$ cat config.mk
export PLATFORM = sky130hd
export DESIGN_NAME = peripheral_msi_slave_arbiter_ahb3_flat
export DESIGN_NICKNAME = d
export VERILOG_FILES = /design/src/rtl/peripheral_msi_slave_arbiter_ahb3_if.sv /design/src/rtl/peripheral_msi_slave_arbiter_ahb3.sv /design/src/flat_wrapper.sv
export SDC_FILE = /design/constraint.sdc
export NUM_CORES = 1
export LEC_CHECK = 0
export CAP_MARGIN = 20
export CORE_MARGIN = 5
export CORE_UTILIZATION = 45
export DETAILED_ROUTE_END_ITERATION = 12
export DONT_BUFFER_PORTS = 1
export RECOVER_POWER = 100
export SLEW_MARGIN = 30
export SYNTH_ARGS = -nofsm -noshare
export SYNTH_HDL_FRONTEND = slang
export SYNTH_SLANG_ARGS = --single-unit
$ cat constraint.sdc
create_clock -name HCLK -period 9 [get_ports HCLK]
set_input_delay 0.45 -clock HCLK [delete_from_list [all_inputs] [get_ports HCLK]]
set_output_delay 0.45 -clock HCLK [all_outputs]
set_load 0.02 [all_outputs]
$ cat src/rtl/peripheral_msi_slave_arbiter_ahb3_if.sv
// Connection bundle between the master ports and one per-slave arbiter:
// requests, priorities and switch hints in; grant and mux owner indices out.
interface peripheral_msi_slave_arbiter_ahb3_if #(
  parameter int unsigned MASTERS = 5
);
  localparam int unsigned MASTER_BITS = $clog2(MASTERS);

  logic [MASTERS-1:0]       mst_req;
  logic [MASTERS-1:0][2:0]  mst_priority;
  logic [MASTERS-1:0]       mst_can_switch;
  logic                     slv_HREADY;
  logic [MASTERS-1:0]       master_granted;
  logic [MASTER_BITS-1:0]   addr_master;
  logic [MASTER_BITS-1:0]   data_master;
  logic                     busy;

  // Arbiter view (it serves the slave)
  modport slave (
    input  mst_req, mst_priority, mst_can_switch, slv_HREADY,
    output master_granted, addr_master, data_master, busy
  );

  // Requesting master-port view
  modport master (
    output mst_req, mst_priority, mst_can_switch, slv_HREADY,
    input  master_granted, addr_master, data_master, busy
  );
endinterface

$ cat src/rtl/peripheral_msi_slave_arbiter_ahb3.sv
// Per-slave arbiter: highest priority first, round-robin among equal priorities,
// ownership held until the owner signals it can switch during an HREADY cycle.
module peripheral_msi_slave_arbiter_ahb3 #(
  parameter int unsigned MASTERS = 5
) (
  input  logic HRESETn,
  input  logic HCLK,
  peripheral_msi_slave_arbiter_ahb3_if.slave bus
);
  localparam int unsigned MASTER_BITS = $clog2(MASTERS);

  typedef enum logic {IDLE, GRANTED} state_e;

  state_e                 state_q, state_d;
  logic [MASTERS-1:0]     grant_q, grant_d;
  logic [MASTER_BITS-1:0] addr_q, addr_d;
  logic [MASTER_BITS-1:0] data_q, data_d;
  logic [MASTER_BITS-1:0] rr_q, rr_d;
  logic                   busy_q, busy_d;

  logic [2:0]             maxp;
  logic [MASTER_BITS-1:0] winner;
  logic                   found;
  logic [MASTER_BITS-1:0] sel;
  int unsigned            idx;
  logic                   any_req;
  logic                   switch_ok;

  assign any_req   = |bus.mst_req;
  assign switch_ok = bus.mst_can_switch[addr_q] & bus.slv_HREADY;

  // Winner: top priority among requesters, first hit after rr_q (owner searched last)
  always_comb begin
    maxp   = '0;
    winner = '0;
    found  = 1'b0;
    idx    = 0;
    sel    = '0;
    for (int unsigned i = 0; i < MASTERS; i++) begin
      if (bus.mst_req[i] && (bus.mst_priority[i] > maxp)) maxp = bus.mst_priority[i];
    end
    for (int unsigned k = 1; k <= MASTERS; k++) begin
      idx = 32'(rr_q) + k;
      if (idx >= MASTERS) idx = idx - MASTERS;
      sel = MASTER_BITS'(idx);
      if (!found && bus.mst_req[sel] && (bus.mst_priority[sel] == maxp)) begin
        found  = 1'b1;
        winner = sel;
      end
    end
  end

  always_ff @(posedge HCLK or negedge HRESETn) begin
    if (!HRESETn) begin
      state_q <= IDLE;
      grant_q <= '0;
      addr_q  <= '0;
      data_q  <= '0;
      rr_q    <= MASTER_BITS'(MASTERS - 1);
      busy_q  <= 1'b0;
    end else begin
      state_q <= state_d;
      grant_q <= grant_d;
      addr_q  <= addr_d;
      data_q  <= data_d;
      rr_q    <= rr_d;
      busy_q  <= busy_d;
    end
  end

  always_comb begin
    state_d = state_q;
    grant_d = grant_q;
    addr_d  = addr_q;
    rr_d    = rr_q;
    data_d  = data_q;
    // Data phase follows the address phase once the slave accepts a transfer
    if (bus.slv_HREADY && (state_q == GRANTED)) data_d = addr_q;
    unique case (state_q)
      IDLE: begin
        if (any_req) begin
          grant_d = MASTERS'(1) << winner;
          addr_d  = winner;
          rr_d    = winner;
          state_d = GRANTED;
        end
      end
      GRANTED: begin
        if (switch_ok) begin
          if (any_req) begin
            grant_d = MASTERS'(1) << winner;
            addr_d  = winner;
            rr_d    = winner;
          end else begin
            grant_d = '0;
            state_d = IDLE;
          end
        end
      end
      default: state_d = IDLE;
    endcase
    busy_d = |grant_d;
  end

  assign bus.master_granted = grant_q;
  assign bus.addr_master    = addr_q;
  assign bus.data_master    = data_q;
  assign bus.busy           = busy_q;
endmodule

$ cat src/flat_wrapper.sv
// flat-port wrapper written by rule: the top's interface ports become plain ports
module peripheral_msi_slave_arbiter_ahb3_flat 
#(
  parameter int unsigned MASTERS = 5
)
  (HRESETn, HCLK, bus_mst_req, bus_mst_priority, bus_mst_can_switch, bus_slv_HREADY, bus_master_granted, bus_addr_master, bus_data_master, bus_busy);
  peripheral_msi_slave_arbiter_ahb3_if #(.MASTERS(MASTERS)) bus_i ();
  input  logic HRESETn;
  input  logic HCLK;
  input wire logic [$bits(bus_i.mst_req)-1:0] bus_mst_req;
  input wire logic [$bits(bus_i.mst_priority)-1:0] bus_mst_priority;
  input wire logic [$bits(bus_i.mst_can_switch)-1:0] bus_mst_can_switch;
  input wire logic [$bits(bus_i.slv_HREADY)-1:0] bus_slv_HREADY;
  output wire logic [$bits(bus_i.master_granted)-1:0] bus_master_granted;
  output wire logic [$bits(bus_i.addr_master)-1:0] bus_addr_master;
  output wire logic [$bits(bus_i.data_master)-1:0] bus_data_master;
  output wire logic [$bits(bus_i.busy)-1:0] bus_busy;
  assign bus_i.mst_req = bus_mst_req;
  assign bus_i.mst_priority = bus_mst_priority;
  assign bus_i.mst_can_switch = bus_mst_can_switch;
  assign bus_i.slv_HREADY = bus_slv_HREADY;
  assign bus_master_granted = bus_i.master_granted;
  assign bus_addr_master = bus_i.addr_master;
  assign bus_data_master = bus_i.data_master;
  assign bus_busy = bus_i.busy;
  peripheral_msi_slave_arbiter_ahb3 #(.MASTERS(MASTERS)) u_core (.HRESETn(HRESETn), .HCLK(HCLK), .bus(bus_i));
endmodule
# Yosys cells after proc, flatten, opt, wreduce, memory -nomap -nowiden
# Index checks and enable logic that the tools add are counted.
totals:
  ff_bits: 16
  in_bits: 28
  output_inout_bits: 12
  word_cells: 116
classes:
  add_sub_neg: 10
  magnitude_cmp: 16
  n_eq_ne: 6
  shifts: 1
  mux: 54
  n_bitwise: 2
  reduce_logical: 21
ops:
  columns: ["operator", "n"]
  rows:
  - ["3-bit two-way mux", 24]
  - ["3-bit binary-select mux with 3-bit select", 5]
  - ["3-bit by 4-bit < comparator with 1-bit output, second input constant", 6]
  - ["4-bit by 3-bit greater-or-equal comparator with 1-bit output, second input constant", 5]
  - ["1-bit binary-select mux with 3-bit select", 6]
  - ["3-bit == test", 5]
  - ["1-bit logical AND", 15]
  - ["5-bit two-way mux", 3]
  - ["3-bit subtractor, second input constant", 5]
  - ["3-bit greater-than comparator", 4]
  - ["1-bit two-way mux", 12]
  - ["3-bit one-hot mux with 2 select lines", 2]
  - ["5-bit one-hot mux with 2 select lines", 1]
  - ["5-bit OR reduction", 2]
  - ["3-bit by 2-bit adder with 4-bit output, second input constant", 2]
  - ["3-bit by 3-bit adder with 4-bit output, second input constant", 2]
  - ["1-bit by 3-bit << shifter with 5-bit output, first input constant", 1]
  - ["3-bit by 1-bit adder with 4-bit output, second input constant", 1]
  - ["1-bit logical NOT", 4]
  - ["3-bit by 1-bit greater-than comparator with 1-bit output, second input constant", 1]
  - ["2-bit inequality test, second input constant", 1]
  - ["1-bit one-hot mux with 2 select lines", 1]
  - ["1-bit bitwise AND", 1]
  - ["1-bit NOT", 1]

# Logic depth before layout (Yosys ltp)
# Gate-level depths: netlist of run 1.
depth:
  word_depth: 39
  mapped_depth: 32
  depth_no_buf: 30

# Worst setup path before layout of run 1
# OpenSTA, ideal clock, no wires.
synth_timing:
  path_type: "input-to-reg"
  from: "in bus_mst_req[0]"
  to: "reg u_core.grant_q[0], in the netlist u_core.bus.master_granted[0]"
  setup_ps: 122
  arrival_ps: 6445
  required_time_ps: 8878
  setup_slack_ps: 2433
  path_stages: 29
  path_buffers: 2
  cell_sequence: "buf_2 -> and2_1 -> ha_1 -> a31oi_1 -> and2_1 -> mux2_2 -> ha_1 -> nor2_1 -> a221o_1 -> nand2_1 -> nand2_1 -> ha_1 -> nand3_1 -> o2111a_1 -> a21oi_1 -> ha_1 -> inv_1 -> o21ai_0 -> o2111ai_1 -> and3_1 -> a211o_1 -> clkbuf_1 -> xor2_1 -> or4_1 -> a211o_1 -> a2111oi_4 -> or2_4 -> nor2_2 -> a32o_1"
synth_via:
  elab_chain_cells: 37
  word_cells_on_any_way: 57
  classes_between: "order compare: 4; eq/ne: 5; shift: 1; mux: 28; reduce/logical: 19"
synth_lines:
  columns: ["item", "line", "source"]
  rows:
  - ["start, declared", "flat_wrapper.sv:10", "input wire logic [$bits(bus_i.mst_req)-1:0] bus_mst_req;"]
  - ["1-bit logical AND", "peripheral_msi_slave_arbiter_ahb3.sv:40", "if (bus.mst_req[i] && (bus.mst_priority[i] > maxp)) maxp = bus.mst_priority[i];"]
  - ["3-bit two-way mux", "peripheral_msi_slave_arbiter_ahb3.sv:40", null]
  - ["3-bit greater-than comparator", "peripheral_msi_slave_arbiter_ahb3.sv:40", null]
  - ["1-bit logical AND", "peripheral_msi_slave_arbiter_ahb3.sv:40", null]
  - ["3-bit two-way mux", "peripheral_msi_slave_arbiter_ahb3.sv:40", null]
  - ["3-bit greater-than comparator", "peripheral_msi_slave_arbiter_ahb3.sv:40", null]
  - ["1-bit logical AND", "peripheral_msi_slave_arbiter_ahb3.sv:40", null]
  - ["3-bit two-way mux", "peripheral_msi_slave_arbiter_ahb3.sv:40", null]
  - ["[21 not listed]", null, null]
  - ["1-bit logical NOT", "peripheral_msi_slave_arbiter_ahb3.sv:46", "if (!found && bus.mst_req[sel] && (bus.mst_priority[sel] == maxp)) begin"]
  - ["1-bit logical AND (2 in a row)", "peripheral_msi_slave_arbiter_ahb3.sv:46", null]
  - ["3-bit two-way mux", "peripheral_msi_slave_arbiter_ahb3.sv:46", null]
  - ["1-bit by 3-bit << shifter with 5-bit output", "peripheral_msi_slave_arbiter_ahb3.sv:82, peripheral_msi_slave_arbiter_ahb3.sv:91", null]
  - ["5-bit two-way mux", "peripheral_msi_slave_arbiter_ahb3.sv:90", "if (any_req) begin"]
  - ["5-bit two-way mux", "peripheral_msi_slave_arbiter_ahb3.sv:89", "if (switch_ok) begin"]
  - ["5-bit one-hot mux with 2 select lines *", "peripheral_msi_slave_arbiter_ahb3.sv:79", "unique case (state_q)"]
  - ["net u_core.grant_d[0]", "peripheral_msi_slave_arbiter_ahb3.sv:15", "logic [MASTERS-1:0] grant_q, grant_d;"]
  - ["end signal, assigned", "peripheral_msi_slave_arbiter_ahb3.sv:63", "grant_q <= grant_d;"]
  - ["end, declared", "peripheral_msi_slave_arbiter_ahb3.sv:15", null]
# Mark *: on every way through the listed nets, which the timed path passes. The rest lies on a longest branch. The select of a mux whose other input is x is not followed.
# A chain may end at the register's enable or synchronous reset.

# Final worst setup path of run 1
layout_timing:
  from: "in bus_mst_priority[0]"
  to: "reg u_core.grant_q[0], in the netlist u_core.bus.master_granted[0]"
layout_via:
  elab_chain_cells: 38
  word_cells_on_any_way: 57
  classes_between: "order compare: 5; eq/ne: 5; shift: 1; mux: 28; reduce/logical: 18"
layout_lines:
  columns: ["item", "line", "source"]
  rows:
  - ["start, declared", "flat_wrapper.sv:11", "input wire logic [$bits(bus_i.mst_priority)-1:0] bus_mst_priority;"]
  - ["3-bit by 1-bit greater-than comparator with 1-bit output", "peripheral_msi_slave_arbiter_ahb3.sv:40", null]
  - ["1-bit logical AND", "peripheral_msi_slave_arbiter_ahb3.sv:40", null]
  - ["3-bit two-way mux", "peripheral_msi_slave_arbiter_ahb3.sv:40", null]
  - ["3-bit greater-than comparator", "peripheral_msi_slave_arbiter_ahb3.sv:40", null]
  - ["1-bit logical AND", "peripheral_msi_slave_arbiter_ahb3.sv:40", null]
  - ["3-bit two-way mux", "peripheral_msi_slave_arbiter_ahb3.sv:40", null]
  - ["3-bit greater-than comparator", "peripheral_msi_slave_arbiter_ahb3.sv:40", null]
  - ["1-bit logical AND", "peripheral_msi_slave_arbiter_ahb3.sv:40", null]
  - ["[22 not listed]", null, null]
  - ["1-bit logical NOT", "peripheral_msi_slave_arbiter_ahb3.sv:46", null]
  - ["1-bit logical AND (2 in a row)", "peripheral_msi_slave_arbiter_ahb3.sv:46", null]
  - ["3-bit two-way mux *", "peripheral_msi_slave_arbiter_ahb3.sv:46", null]
  - ["1-bit by 3-bit << shifter with 5-bit output *", "peripheral_msi_slave_arbiter_ahb3.sv:82, peripheral_msi_slave_arbiter_ahb3.sv:91", null]
  - ["5-bit two-way mux", "peripheral_msi_slave_arbiter_ahb3.sv:90", null]
  - ["5-bit two-way mux", "peripheral_msi_slave_arbiter_ahb3.sv:89", null]
  - ["5-bit one-hot mux with 2 select lines *", "peripheral_msi_slave_arbiter_ahb3.sv:79", null]
  - ["net u_core.grant_d[0]", "peripheral_msi_slave_arbiter_ahb3.sv:15", null]
# Marked as above.

==> summary.md, run 1 <==
| Metric | Value |
|---|---|
| Worst Hold Class | primary input to async pin |
| Post-Syn Nets | 369 |
| Combinational share of power | 82.8% |
| Final Hold Vio Count | 0 |
| Int Pwr | roughly 0.00053 W |
| Maximum root-to-sink buffer count | 2 |
| Wirelength, routed | 7740 um |
| Row cnt | 28 |
| GRT Total Usage | 21.1% |
| RR Endpoint | u_core.bus.master_granted[0] |
| CP peak stage delay | 1040 ps |
| MaxCap Viol Count | 0 |
| Root Buffer | clkbuf_8 |
| Netlist cell types | 68 |
| Mapped Cells | 321 |
| Routability cong. | 0.916 |
| Area growth syn-to-layout | 4.14% |
| CP max stage cell | o31ai_1 |
| Asr flop ratio synth | 100% |
| Worst Setup SP | bus_mst_priority[0] |
| Layout cell share with drive strength beyond 1 | 10.4% |
| Final setup fails | 0 |
| YS warnings | 0 |
| Top cells by area, synth | dfrtp_1 (12%), mux4_2 (11%), ha_1 (8.8%) |
| CP arrival | 7520 ps |
| # IOs | 40 |
| Critical R2R Launch | u_core.bus.addr_master[0] |
| Setup Fix Bufs, Post-CTS | 0 |
| Synth top cells by count | nand2_1 (23), nor2_1 (23), a21oi_1 (19), ha_1 (19), mux2i_1 (18) |
| DR WL/cell | just under 20 um |
| Seq cells post-synth | 14 |
| Worst-margin pin slew | 1290 ps |
| Clock share of power | 5.6% |
| Vias in the first global route | 2477 |
| Yosys top cell by area | dfrtp_1 |
| Tmin final | 7380 ps |
| R2R cell count | 14 |
| CTS tree | built |
| Avg Vias per Cell | 6.52 |
| First-pass GRT wire length | 12700 um |
| Finished Cell Area | 2800 um^2 |
| Vias | 2563 |
| Switching power total | 0.000597 W |
| Setup CP Type | primary input to flip-flop |
| Initial antenna violation count | 0 |
| Crit end category | flip-flop |
| # diodes | 0 |
| Main synth FF type | dfrtp_1 |
| CTS Buf Count | 3 |
| Nets | 367 |
| Num Clock Sinks | 14 |
| Max Used Layer | met4 |
| Fmax | 135 MHz |
| Initial Utilization | 46.0% |
| Input/output buffers | 0 |
| Drt drc | 0 |
| Number of routed nets with antenna violations | 0 |
| Top-area cell type share of the netlist area | 12.1% |
| Die height | 87.3 um |
| Leakage | 1.17 nW |
| Pins Over Slew Limit | 0 |
| Worst Clk Skew | 1.35 ps |
| 1st-pass router iterations | 5 |
| Worst path required time | ~9100 ps |
| Total gr overflow | 0 |
| Setup TNS | 0 ps |
| Sequential power share | 11.6% |
| Die area | 7630 um^2 |
| Seq/Total Area, Yosys | 13.1% |
| Clock transition at path regs | roughly 60 ps |
| Slew HR | 13.4% |
| Crit-path most repeated cell | ha_1 |
| Core footprint | 5850 um^2 |
| Met2 Wirelength | 3520 um |
| Synthesized area per cell | 8.38 um^2 |
| M1 WL | 3380 um |
| Worst reg2reg setup slack | 3770 ps |
| Crit start category | primary input |
| Power per cell area | 401 nW/um^2 |
| Max FO, Critical Path | 7 |
| RSZ-0062 raised after global routing | false |
| Post-route clock period utilization | 82.0% |
| Dpl hpwl | 5990 um |
| H-tree Lvls | 1 |
| Starting DRT DRC Count | 227 |
| Mapped cell area | 2690 um^2 |
| Post-synth EDFFs | 0 |
| Sw frac | a little over half |
| Met3 routed WL | approximately 760 um |
| Largest net degree at the start of global routing | 14 |
| Die W | 87.3 um |
| Clock latency on the worst-skew pair | 250 ps |
| Placed inst area | 2750 um^2 |
| Run status | finished, final reports clean |
| VDD IR max | roughly 0.19 mV |
[layer usage]
metal / global-route usage [%] / vias to the layer above
li1: - / 1215
met1: 29.6 / 1217
met2: 33.2 / 122
met3: 5.01 / 9
met4: 3.63 / 0
met5: 0 / -
[sequential cells by signal, summed over array words and instances (netlist names)]
register / count
u_core.bus.busy: 1
u_core.bus.master_granted: 5
u_core.state_q: 1
u_core.bus.addr_master: 3
u_core.rr_q: 1
u_core.bus.data_master: 3
[power groups by stage]
| stage | clock, W | combinational, W | sequential (W) |
|---|---|---|---|
| 2_1_floorplan | 0 | 0.000777 | 0.000113 |
| 3_3_place_gp | 0 | 0.000926 | 0.000132 |
| 3_5_place_dp | 0 | 0.000928 | 0.000132 |
| 4_1_cts | 0.0000643 | 0.000935 | 0.000131 |
| 5_1_grt | 0.0000667 | 0.00102 | 0.000134 |
| 6_report | 0.0000628 | 0.000931 | 0.000130 |
[logic make-up (layout without fill, tap and decap cells)]
kind of cell | Yosys count | in the layout | share of synthesized area (%)
AO/OA/AOI/OAI | 95 | 95 | 25.7
XOR/XNOR | 22 | 22 | 7.44
adder cells (fa/ha/maj) | 20 | 20 | 9.58
buffers and inverters | 27 | 24 | 4.18
flip-flops | 14 | 14 | 13.1
multiplexers | 34 | 34 | 18.9
AND/OR/NAND/NOR | 109 | 109 | 21.2
[worst max-delay path, delay by kind of cell]
| family | cells | cell delay [ps] |
|---|---|---|
| muxes | 1 | 360 |
| and+or+nand+nor | 9 | 1700 |
| xor gates and xnor gates | 1 | 180 |
| AOI/OAI and AO/OA | 10 | 3610 |
| buffers and inverters | 1 | 150 |
| adders and majority gates | 4 | 1060 |
[final cells by class]
class / instances / area (um^2)
well taps: 75 / 93.8
flip-flops and latches: 14 / 352
clock buffers: 4 / 55.1
inverters: 18 / 67.6
repair buffers: 2 / 17.5
fillers: 586 / 3050
multi-input cells: 280 / 2220
[layout by cell type, fill, tap and decap left out, drive strengths merged, types with 2 or more instances in the layout]
master	n
nor2	25
nand2	23
a21oi	22
o21ai	20
ha	19
mux2i	19
inv	18
xnor2	14
mux4	13
dfrtp	13
a31oi	9
nor3	9
nand3	9
xor2	8
and2	8
nor2b	7
and3	6
or3	5
o2111ai	4
a211oi	4
o22ai	4
a21o	4
clkbuf	4
o31ai	3
nor3b	3
a211o	3
a22oi	3
o211ai	3
or2	3
a311o	2
nand3b	2
a22o	2
or4	2
nor4b	2
mux2	2
[metrics by stage]
step           setup slack, ps  cells  power, W  hold slack [ps]  util (%)
2_1_floorplan             2430    321  0.000890              154         -
3_3_place_gp              2270    388   0.00106              155      47.0
3_5_place_dp              2120    388   0.00106              155      47.0
4_1_cts                   2390    393   0.00113             32.2      48.1
5_1_grt                   1180    393   0.00122             25.9      47.9
6_report                  1620    393   0.00112             37.1      47.9
[how the worst max path moves through the flow]
stage          slack (ps)                            to  depth (start not counted)
2_1_floorplan        2430  u_core.bus.master_granted[0]                         29
3_3_place_gp         2270  u_core.bus.master_granted[0]                         28
3_5_place_dp         2120  u_core.bus.master_granted[0]                         28
4_1_cts              2390  u_core.bus.master_granted[0]                         28
5_1_grt              1180  u_core.bus.master_granted[1]                         26
6_report             1620  u_core.bus.master_granted[0]                         26
[repair_timing]
action | 4_1_cts | 5_1_grt
gates resized for setup | 0 | 0
hold endpoints to repair | 13 | 0
hold buffers | 1 | 0
Note: power is estimated with default switching activity, not from simulation.
==> inputs of run 2 (changes only) <==
==> constraint.sdc (replaced) <==
create_clock -name HCLK -period 6.4 [get_ports HCLK]
set_input_delay 0.32 -clock HCLK [delete_from_list [all_inputs] [get_ports HCLK]]
set_output_delay 0.32 -clock HCLK [all_outputs]
set_load 0.02 [all_outputs]
==> summary.md, run 2 (synthesis gave the netlist of run 1 again) <==
| Metric | Value |
|---|---|
| Run status | finished, final reports clean |
| Commonest non-fill, non-tap cells in the layout | nand2_1 (23), nor2_1 (23), a21oi_1 (19), ha_1 (19) |
| Slew HR | between 30% and 40% |
| Fillcell total | roughly 560 |
| VDD IR max | 0.251 mV |
| Dpl hpwl | 6170 um |
| Placed inst area | between 2000 and 3000 um^2 |
| 1st-pass router iterations | 4 |
| Hold Startpoint | bus_mst_req[0] |
| CP peak stage delay | 510 ps |
| Leakage | roughly 1.2 nW |
| CTS tree | built |
| CP max stage cell | or4_1 |
| Initial antenna violation count | 0 |
| Die height | 87.3 um |
| Setup CP Type | primary input to flip-flop |
| Hold depth | 2 |
| Crit-path most repeated cell | ha_1 |
| Max reg flops | 5 |
| Area growth syn-to-layout | 8.79% |
| H-tree Lvls | 1 |
| Fmax | 164 MHz |
| Worst path required time | 6540 ps |
| Wirelength, routed | approximately 8000 um |
| Worst Clk Skew | 5.94 ps |
| Num Clock Sinks | 14 |
| First-pass GRT wire length | between 10000 and 15000 um |
| Largest net degree at the start of global routing | 15 |
| WHS Endpoint | u_core.state_q |
| CTS Buf Count | 3 |
| Nets | between 300 and 400 |
| Post-route clock period utilization | 95.5% |
| Starting DRT DRC Count | 197 |
| Clock transition at path regs | 60 ps |
| # IOs | 40 |
| Design Power | 0.00164 W |
| Crit start category | primary input |
| CP arrival | 6250 ps |
| R2R cell count | 13 |
| Max FO, Critical Path | 6 |
| Row cnt | 28 |
| Die area | 7630 um^2 |
| Maximum root-to-sink buffer count | 2 |
| Crit end category | flip-flop |
| Clock latency on the worst-skew pair | 250 ps |
| GRT Total Usage | 20.9% |
| Number of routed nets with antenna violations | 0 |
| Routability cong. | 0.830 |
| Total gr overflow | 0 |
| DR WL/cell | approximately 20 um |
| Power per cell area | 560 nW/um^2 |
| Critical R2R Launch | u_core.bus.addr_master[0] |
| Tmin final | 6110 ps |
| Final setup fails | 0 |
| Input/output buffers | 0 |
| Final Hold Vio Count | 0 |
| Root Buffer | clkbuf_8 |
| Worst Hold Class | primary input to flip-flop |
| Layout cell share with drive strength beyond 1 | 15.7% |
| MaxCap Viol Count | 0 |
| Pins Over Slew Limit | 0 |
| Initial Utilization | 46.0% |
| Worst-margin pin slew | between 900 and 1000 ps |
| Vias in the first global route | 2415 |
| Vias | 2582 |
| Avg Vias per Cell | 6.34 |
| Finished Cell Area | 2930 um^2 |
| RR Endpoint | u_core.bus.busy |
| Die W | 87.3 um |
| Drt drc | 0 |
| Core footprint | 5850 um^2 |
| # diodes | 0 |
| Worst reg2reg setup slack | 1400 ps |
run 2: cell types whose count changed in the layout (fill, tap and decap cells not counted), sizes merged:
| cell | change |
|---|---|
| buf | +14 |
run 2: layout make-up:
class	count	area (um^2)	area share (%)
clock buffers	4	45.0	1.54
repair buffers	16	123	4.19
well taps	75	93.8	3.21
inverters	18	67.6	2.31
multi-input cells	280	2250	76.8
flip-flops and latches	14	352	12.0
run 2: through the flow:
step / hold WS (ps) / worst slack [ps] / TNS, ps / util [%] / instances
3_3_place_gp: 24.8 / 102 / 0 / 48.4 / 398
5_1_grt: 252 / -17.4 / -33.9 / 50.0 / 407
2_1_floorplan: 24.4 / 45.5 / 0 / - / 321
4_1_cts: 237 / 243 / 0 / 49.3 / 403
6_report: 247 / 290 / 0 / 50.0 / 407
3_5_place_dp: 24.8 / -4.12 / -4.12 / 48.4 / 398
run 2: report_power, final:
part           leakage [nW]  switching, W  internal, W
logic                  1.03      0.000739     0.000642
clock network        0.0228     0.0000298    0.0000440
registers             0.175     0.0000701     0.000115
total                  1.23      0.000839     0.000801
run 2: how the worst max path moves through the flow:
stage	slack, ps	cells after the start	startpoint	to
2_1_floorplan	50	30	bus_mst_req[0]	u_core.bus.master_granted[0]
3_3_place_gp	100	28	bus_mst_priority[1]	u_core.bus.master_granted[0]
3_5_place_dp	-4	29	bus_mst_priority[1]	u_core.bus.master_granted[0]
4_1_cts	240	29	bus_mst_priority[1]	u_core.bus.master_granted[0]
5_1_grt	-20	30	bus_mst_priority[1]	u_core.bus.master_granted[0]
6_report	290	29	bus_mst_priority[1]	u_core.bus.master_granted[0]
run 2: worst max-delay path: cells and delay by family:
kind	cells	cell delay, ps
simple gates	9	1640
xor+xnor	1	180
compound gates	13	2710
fa+ha+maj	4	1060
mux	1	290
buf+inv	1	40
run 2: layer usage:
metal	global-route usage, %	vias to the layer above	share of wire [%]
met1	31.4	1236	47
met4	4.46	0	1.4
met3	3.12	12	6.8
met5	0	-	0
li1	-	1245	-
met2	31.4	89	45
run 2: repair_timing:
item | CTS | global route
buffers inserted | 0 | 4
hold buffers | 1 | 0
hold endpoints to repair | 14 | 0
setup endpoints to repair | 0 | 7
resized for setup | 0 | 3
